===== src/rtl/multdiv_controller.sv =====
// Issue/complete sequencer for the shared multi-cycle multiply/divide unit.
// Holds operands while the unit works, then holds the result until writeback takes it.
module multdiv_controller #(
    parameter int MAX_CYCLES    = 40,
    parameter int MULT_EXC_CODE = 4,
    parameter int DIV_EXC_CODE  = 5,
    parameter int STATUS_REG    = 30
) (
    input  logic        clock,
    input  logic        reset,
    input  logic        start_mult,
    input  logic        start_div,
    input  logic [31:0] operand_A,
    input  logic [31:0] operand_B,
    input  logic [4:0]  rd_in,
    output logic        md_ctrl_MULT,
    output logic        md_ctrl_DIV,
    output logic [31:0] md_operand_A,
    output logic [31:0] md_operand_B,
    input  logic [31:0] md_result,
    input  logic        md_exception,
    input  logic        md_resultRDY,
    output logic        mult_operation_underway,
    output logic        div_operation_underway,
    output logic        wb_valid,
    output logic [31:0] wb_data,
    output logic [4:0]  wb_rd,
    input  logic        wb_accept,
    output logic        timeout
);

    typedef enum logic [1:0] {IDLE, BUSY, DONE} state_t;

    localparam logic [7:0] LAST_COUNT = 8'(MAX_CYCLES - 1);
    localparam logic [4:0] STATUS_RD  = 5'(STATUS_REG);

    state_t      state;
    logic        op;
    logic [4:0]  rd_q;
    logic [7:0]  count;

    function automatic logic [31:0] exc_code(input logic is_div);
        return is_div ? 32'(DIV_EXC_CODE) : 32'(MULT_EXC_CODE);
    endfunction

    always_ff @(posedge clock) begin
        if (!reset) begin
            state        <= IDLE;
            op           <= 1'b0;
            rd_q         <= '0;
            count        <= '0;
            md_ctrl_MULT <= 1'b0;
            md_ctrl_DIV  <= 1'b0;
            md_operand_A <= '0;
            md_operand_B <= '0;
            wb_valid     <= 1'b0;
            wb_data      <= '0;
            wb_rd        <= '0;
            timeout      <= 1'b0;
        end else begin
            md_ctrl_MULT <= 1'b0;
            md_ctrl_DIV  <= 1'b0;
            case (state)
                IDLE: begin
                    // MULT takes priority when both starts arrive together
                    if (start_mult || start_div) begin
                        md_operand_A <= operand_A;
                        md_operand_B <= operand_B;
                        rd_q         <= rd_in;
                        op           <= !start_mult;
                        md_ctrl_MULT <= start_mult;
                        md_ctrl_DIV  <= !start_mult;
                        count        <= '0;
                        state        <= BUSY;
                    end
                end
                BUSY: begin
                    count <= count + 8'd1;
                    if (md_resultRDY) begin
                        state    <= DONE;
                        wb_valid <= 1'b1;
                        if (md_exception) begin
                            wb_data <= exc_code(op);
                            wb_rd   <= STATUS_RD;
                        end else begin
                            wb_data <= md_result;
                            wb_rd   <= rd_q;
                        end
                    end else if (count == LAST_COUNT) begin
                        state    <= DONE;
                        wb_valid <= 1'b1;
                        wb_data  <= exc_code(op);
                        wb_rd    <= STATUS_RD;
                        timeout  <= 1'b1;
                    end
                end
                DONE: begin
                    if (wb_accept) begin
                        wb_valid <= 1'b0;
                        state    <= IDLE;
                    end
                end
                default: state <= IDLE;
            endcase
        end
    end

    // Stall requests must rise in the issue cycle itself, hence the start terms
    assign mult_operation_underway = ((state != IDLE) && !op) ||
                                     ((state == IDLE) && start_mult);
    assign div_operation_underway  = ((state != IDLE) && op) ||
                                     ((state == IDLE) && start_div && !start_mult);

endmodule


===== config.mk =====
export PLATFORM = sky130hd
export DESIGN_NAME = multdiv_controller
export DESIGN_NICKNAME = d
export VERILOG_FILES = /design/src/rtl/multdiv_controller.sv
export SDC_FILE = /design/constraint.sdc
export NUM_CORES = 1
export LEC_CHECK = 0
export CORE_MARGIN = 10
export CORE_UTILIZATION = 41
export CTS_BUF_LIST = sky130_fd_sc_hd__clkbuf_8
export DETAILED_ROUTE_END_ITERATION = 8
export GPL_TIMING_DRIVEN = 0
export PLACE_DENSITY = 0.82
export SYNTH_ARGS = -nofsm -noshare
export SYNTH_HDL_FRONTEND = slang
export SYNTH_SLANG_ARGS = --single-unit

===== constraint.sdc =====
create_clock -name clock -period 1.91 [get_ports clock]
set_input_delay 0.2865 -clock clock [delete_from_list [all_inputs] [get_ports clock]]
set_output_delay 0.2865 -clock clock [all_outputs]
set_load 0.01 [all_outputs]

=== Word level (Yosys, flattened, before mapping) ===
Index checks and enable logic that the tools add are counted.
W data, S select, Z words.

* Bits in registers: 121
* Input port bits: 108
* Output and inout bits: 107
* Logic and storage cells: 60

* Add/subtract/negate cells: 1
* Equality and inequality tests: 6
* Multiplexer cells: 18
* Bitwise gates (word level): 1
* Reduce and logical (&&, ||, !) cells: 22

{| class="wikitable"
|+ Operators by type and width
! operator !! number
|-
| $mux W32 || 3
|-
| $pmux W8 S2 || 1
|-
| $mux W5 || 3
|-
| $reduce_and A3 Y1 || 4
|-
| $add A8 B1 Y8 const B || 1
|-
| $eq A8 B6 Y1 const B || 1
|-
| $mux W2 || 4
|-
| $mux W8 || 1
|-
| $reduce_bool A2 Y1 || 4
|-
| $pmux W2 S3 || 1
|-
| $reduce_and A2 Y1 || 3
|-
| $logic_and A1 B1 Y1 || 5
|-
| $mux W1 || 4
|-
| $ne A2 B2 Y1 const B || 2
|-
| $logic_or A1 B1 Y1 || 3
|-
| $ne A3 B3 Y1 const B || 1
|-
| $eq A2 B1 Y1 const B || 1
|-
| $eq A2 B2 Y1 const B || 1
|-
| $logic_not A1 Y1 || 2
|-
| $logic_not A2 Y1 || 1
|-
| $pmux W1 S2 || 1
|-
| $not A1 Y1 || 1
|}

=== Longest topological paths before layout ===
* Word-level depth: 4
* Mapped depth: 6

=== Worst setup path after synthesis ===
No wires, ideal clock.

* Path type: register to register
* From: register count[0]
* To: register wb_rd[1]
* Library setup time: 0.119 ns
* Arrival time: 1.434 ns
* Data required time: 1.791 ns
* Slack: 0.357 ns
* Stages on the path, launching flop included: 7
* Path buffers: 1
* Period minus slack after synthesis: 1.553 ns
* Cell sequence: dfxtp_1 -> ha_1 -> and3_1 -> a21o_1 -> and2_0 -> buf_2 -> o221a_2

* Longest elaborated chain between the ends: 3

{| class="wikitable"
|+ Ends and longest elaborated chain
! item !! line !! RTL
|-
| start, declared || 40 || <nowiki>logic [7:0] count;</nowiki>
|-
| start signal, assigned || 78 || <nowiki>count <= count + 8'd1;</nowiki>
|-
| $eq A8 B6 Y1 || 89 || <nowiki>end else if (count == LAST_COUNT) begin</nowiki>
|-
| $reduce_bool A2 Y1 (no line) || -- ||
|-
| $reduce_and A2 Y1 (no line) || -- ||
|-
| end signal, assigned || 87 || <nowiki>wb_rd <= rd_q;</nowiki>
|-
| end, declared || 27 || <nowiki>output logic [4:0] wb_rd,</nowiki>
|}

No other way between the ends.
A chain may end at the register's enable or synchronous reset.

=== Final worst setup path ===
* From: register state[1]
* To: output port div_operation_underway

* Longest elaborated chain between the ends: 4
* Elaborated cells on any way between the ends: 6

{| class="wikitable"
|+ Ends and longest elaborated chain
! item !! line !! RTL
|-
| start, declared || 37 || <nowiki>state_t state;</nowiki>
|-
| start signal, assigned || 48 || <nowiki>state <= IDLE;</nowiki>
|-
| start signal, assigned || 74 || <nowiki>state <= BUSY;</nowiki>
|-
| start signal, assigned || 80 || <nowiki>state <= DONE;</nowiki>
|-
| $logic_not A2 Y1 || 112 || <nowiki>((state == IDLE) && start_div && !start_mult);</nowiki>
|-
| $logic_and A1 B1 Y1 (2 in series) || 112 ||
|-
| $logic_or A1 B1 Y1 * || 111 || <nowiki>assign div_operation_underway = ((state != IDLE) && op) ||</nowiki>
|-
| end, declared || 24 || <nowiki>output logic div_operation_underway,</nowiki>
|}

Mark *: on every way between the ends. The rest lies on a longest branch, timed or not.

==> results.txt <==
----------------------------------------------------
[Placement]
  GP Congestion ... 0.857
  Cell Count Post-Placement ... 816
  Port Buf Inserts ... 213
  Setup slack at placement ... -0.0915 ns
  Placed wire-length estimate after detailed placement ... 11,500 um

[STA]
  Max-slew violation total from the final report ... 0
  Maximum frequency from static timing analysis ... 0.555 GHz
  Setup Viol. Count Final ... 0
  Slew of the pin with the lowest slew margin ... 0.547 ns
  Post-Route Skew ... 0.00796 ns
  Post-route minimum period ... 1.80 ns
  Relative slew slack ... 63.6%
  Unrepaired setup endpoints after global routing ... false
  Share of the clock period used by the worst path after layout ... 94.3%
  Minimum hold slack ... 0.208 ns
  PnR worst setup slack ... 0.109 ns
  Final hold violation count ... 0

[Finish]
  Fraction of layout cells with a size suffix above 1 ... 9.38%
  Filler cells ... 774
  Net count of the finished layout ... 811
  Area of all sequential standard cells ... 0.00242 mm^2
  Antenna Cells ... 0
  Synth-to-Final Area Change ... 64.9%
  Post-layout instance count excluding filler cells ... 847
  Multi-input combinational cell area ... 0.00162 mm^2

[Yosys]
  Primary flip-flop cell chosen by synthesis mapping ... dfxtp_1
  Number of standard cells after synthesis ... 470
  Sequential element share of the synthesized area ... 57.8%
  Yosys top cell area share ... 57.8%
  Avg Cell Area, Syn ... 8.92 um^2
  Largest cells by area after synthesis ... dfxtp_1 (58%), nand2_1 (13%), a21oi_1 (9.7%)
  Top post-synthesis cells by count ... nand2_1 (143), dfxtp_1 (121), a21oi_1 (81)
  Number of distinct standard cells referenced by the synthesized netlist ... 36
  Biggest area consumer among synthesized cells ... dfxtp_1
  FFs w/ async S/R, synth ... 0%
  Synth Cell Area ... 0.00419 mm^2
  Number of warning messages in the yosys log ... 0
  Cell with the most instances after synthesis ... nand2_1
  Synthesized net count ... 579
  Post-synthesis register bit count ... 121
  Number of synthesized flops with an enable pin ... 0

[Critical path]
  Largest fanout of any net on the critical path ... 8
  Crit path kind ... flop to output pin
  Count of cells along the worst register-to-register path ... 6
  Startpoint type of the worst setup path ... flop
  CP Data Required Time ... 1.62 ns
  Crit. End Element ... output pin
  Reg-to-Reg Start ... count[0]
  R2R Setup Slk ... 0.15 ns
  Worst reg2reg path endpoint ... wb_rd[3]
  Arrival time at the worst endpoint ... 1.51 ns

[Power]
  Switch Pwr ... 1.55 mW
  Leakage power ... 2.67 nW
  Switch share ... 25.3%
  Worst supply voltage drop on vdd ... 0.521 mV
  Internal Power ... 4.58 mW
  Sequential share of power ... 45.2%
  Clock share of power ... 37.1%
  Comb power frac ... 17.7%
  Power Dens Cells ... 888 mW/mm^2

[Global route]
  Antenna violations before repair ... 0
  Via count of the first global-routing pass ... 4,313
  Largest net degree at the start of global routing ... 17
  Wire length of the first global-routing pass ... 22,600 um
  Global-route total usage across every layer ... 19.5%
  Total global routing overflow ... 0

[Clock tree]
  Number of buffers inserted by post-CTS setup repair ... 0
  Maximum level of the CTS H-tree ... 4
  Clock buffers created by TritonCTS ... 17
  Clock-pin slew on the worst setup and hold paths ... 0.07 ns
  Clk sink count ... 121
  Worst-Skew Late Latency ... 0.43 ns
  CTS tree ... built
  Maximum count of clock buffers along a single path ... 2
  Root Driver ... clkbuf_8
  Post-CTS Hold Buffers ... 0

[Flow run]
  Number of max-cap violations ... 0

[Floorplanning]
  Die Ht ... 121 um
  Standard-cell row count ... 36
  Starting Density ... 42.5%
  Number of ports placed on the die boundary ... 215
  Die footprint ... 0.0147 mm^2
  Area inside the core boundary ... 0.00986 mm^2
  Die width ... 121 um

[Detailed routing]
  DR vias ... 4,220
  Remaining antenna violation count after routing ... 0
  Number of design rule violations left after detail routing ... 0
  Initial DRC Count ... 282
  Vias per Instance ... 4.98
  Average routed wire per standard cell ... 17.5 um
  Wire length after detailed routing ... 14,800 um
  First-pass iteration count of the detailed router ... 4

[Min path]
  Hold EP ... wb_rd[4]
  Min-Delay Path Depth ... 2
  Classification of the worst-slack hold path ... input port to flop
  Launch instance of the worst min-delay path ... reset

[Run status]
  Status ... finished clean

----------------------------------------------------
==> layout make-up <==
| class | count | area share [%] |
|---|---|---|
| Tap cell | 133 | 2.41 |
| Sequential cell | 121 | 35.1 |
| Clock buffer | 22 | 4.38 |
| Timing Repair Buffer | 213 | 30.8 |
| Inverter | 1 | 0.0543 |
| Buffer | 34 | 2.43 |
| Multi-Input combinational cell | 314 | 23.4 |
| Clock inverter | 9 | 1.41 |
==> through the flow <==
step	area (um^2)	setup TNS [ns]	power (mW)	util [%]
final	6910	0	6.14	70.1
after CTS	6890	0	6.18	69.9
after floorplan	4190	0	3.26	-
after detailed placement	6490	-0.906	3.91	65.8
after global placement	6490	-0.879	3.88	65.8
after global routing	6910	0	6.41	70.1
==> registers in the layout (all words and copies together), names as in the netlist, 2 cells and up <==
name          cells
count             8
wb_rd             5
wb_data          32
md_operand_B     32
state             2
rd_q              5
md_operand_A     32
==> power by group through the flow <==
stage               Combinational (mW)  Clock [mW]  Sequential (mW)
detailed placement                1.09           0             2.83
global route                      1.18        2.44             2.79
CTS                               1.09        2.32             2.77
finish                            1.09        2.28             2.77
global placement                  1.07           0             2.82
floorplan                        0.372           0             2.88
==> what timing repair did <==
item | CTS | global route
setup endpoints to repair | 9 | 19
hold endpoints to repair | 0 | 0
gates cloned | 0 | 0
gates resized for setup | 6 | 5
==> worst max-delay path by stage <==
stage | start | to | slack [ns] | cells past startpoint
2_1_floorplan | count[0] | wb_rd[1] | 0.36 | 6
3_3_place_gp | start_mult | div_operation_underway | -0.1 | 5
3_5_place_dp | start_mult | div_operation_underway | -0.09 | 5
4_1_cts | state[1] | div_operation_underway | 0.05 | 5
5_1_grt | state[1] | div_operation_underway | 0.003 | 5
6_report | state[1] | div_operation_underway | 0.11 | 5
==> critical path, stage by stage, from the launching register on <==
cell and delay [ns]:
dfxtp_2 0.36, nor2_2 0.18, nand2_1 0.09, o21ai_2 0.09, nor2_1 0.07, dlygate4sd2_1 0.31
==> cell usage in the layout (no fill, tap or decap), types with 3 or more instances in the layout <==
cell             netlist  layout
o221a_2                5       5
clkdlybuf4s50_1        0     211
nand2_1              143     143
buf_4                  3       3
nand3_1                5       5
inv_1                  1       3
clkinv_2               0       3
clkbuf_1              10      10
a22o_1                31      31
clkbuf_8               0      22
a21oi_1               81      80
dfxtp_1              121     119
o21ai_0                4       3
or3_1                  4       4
nor2_1                11      10
buf_2                 19      17
nor2_2                 2       3
o211ai_1               3       3
==> logic make-up after synthesis <==
family | after synthesis | synth area share, %
AND/OR/NAND/NOR | 181 | 17.9
AO/OA/AOI/OAI | 131 | 19.7
flip-flops | 121 | 57.8
buffers and inverters | 35 | 3.97
multiplexers | 1 | 0.239
adder cells (fa/ha/maj) | 1 | 0.299
==> per-layer routing <==
metal  vias to the layer above  part of all wire (%)  wire [um]  global-route usage, %
met3                        23                    11       1650                   9.12
met1                      1930                    40       5860                   21.3
li1                       2063                     -          -                      -
met2                       204                    47       6960                   32.4
met5                         -                     0          0                      0
met4                         0                   2.2        325                   7.01
No activity file was read; power rests on OpenSTA's default activity.
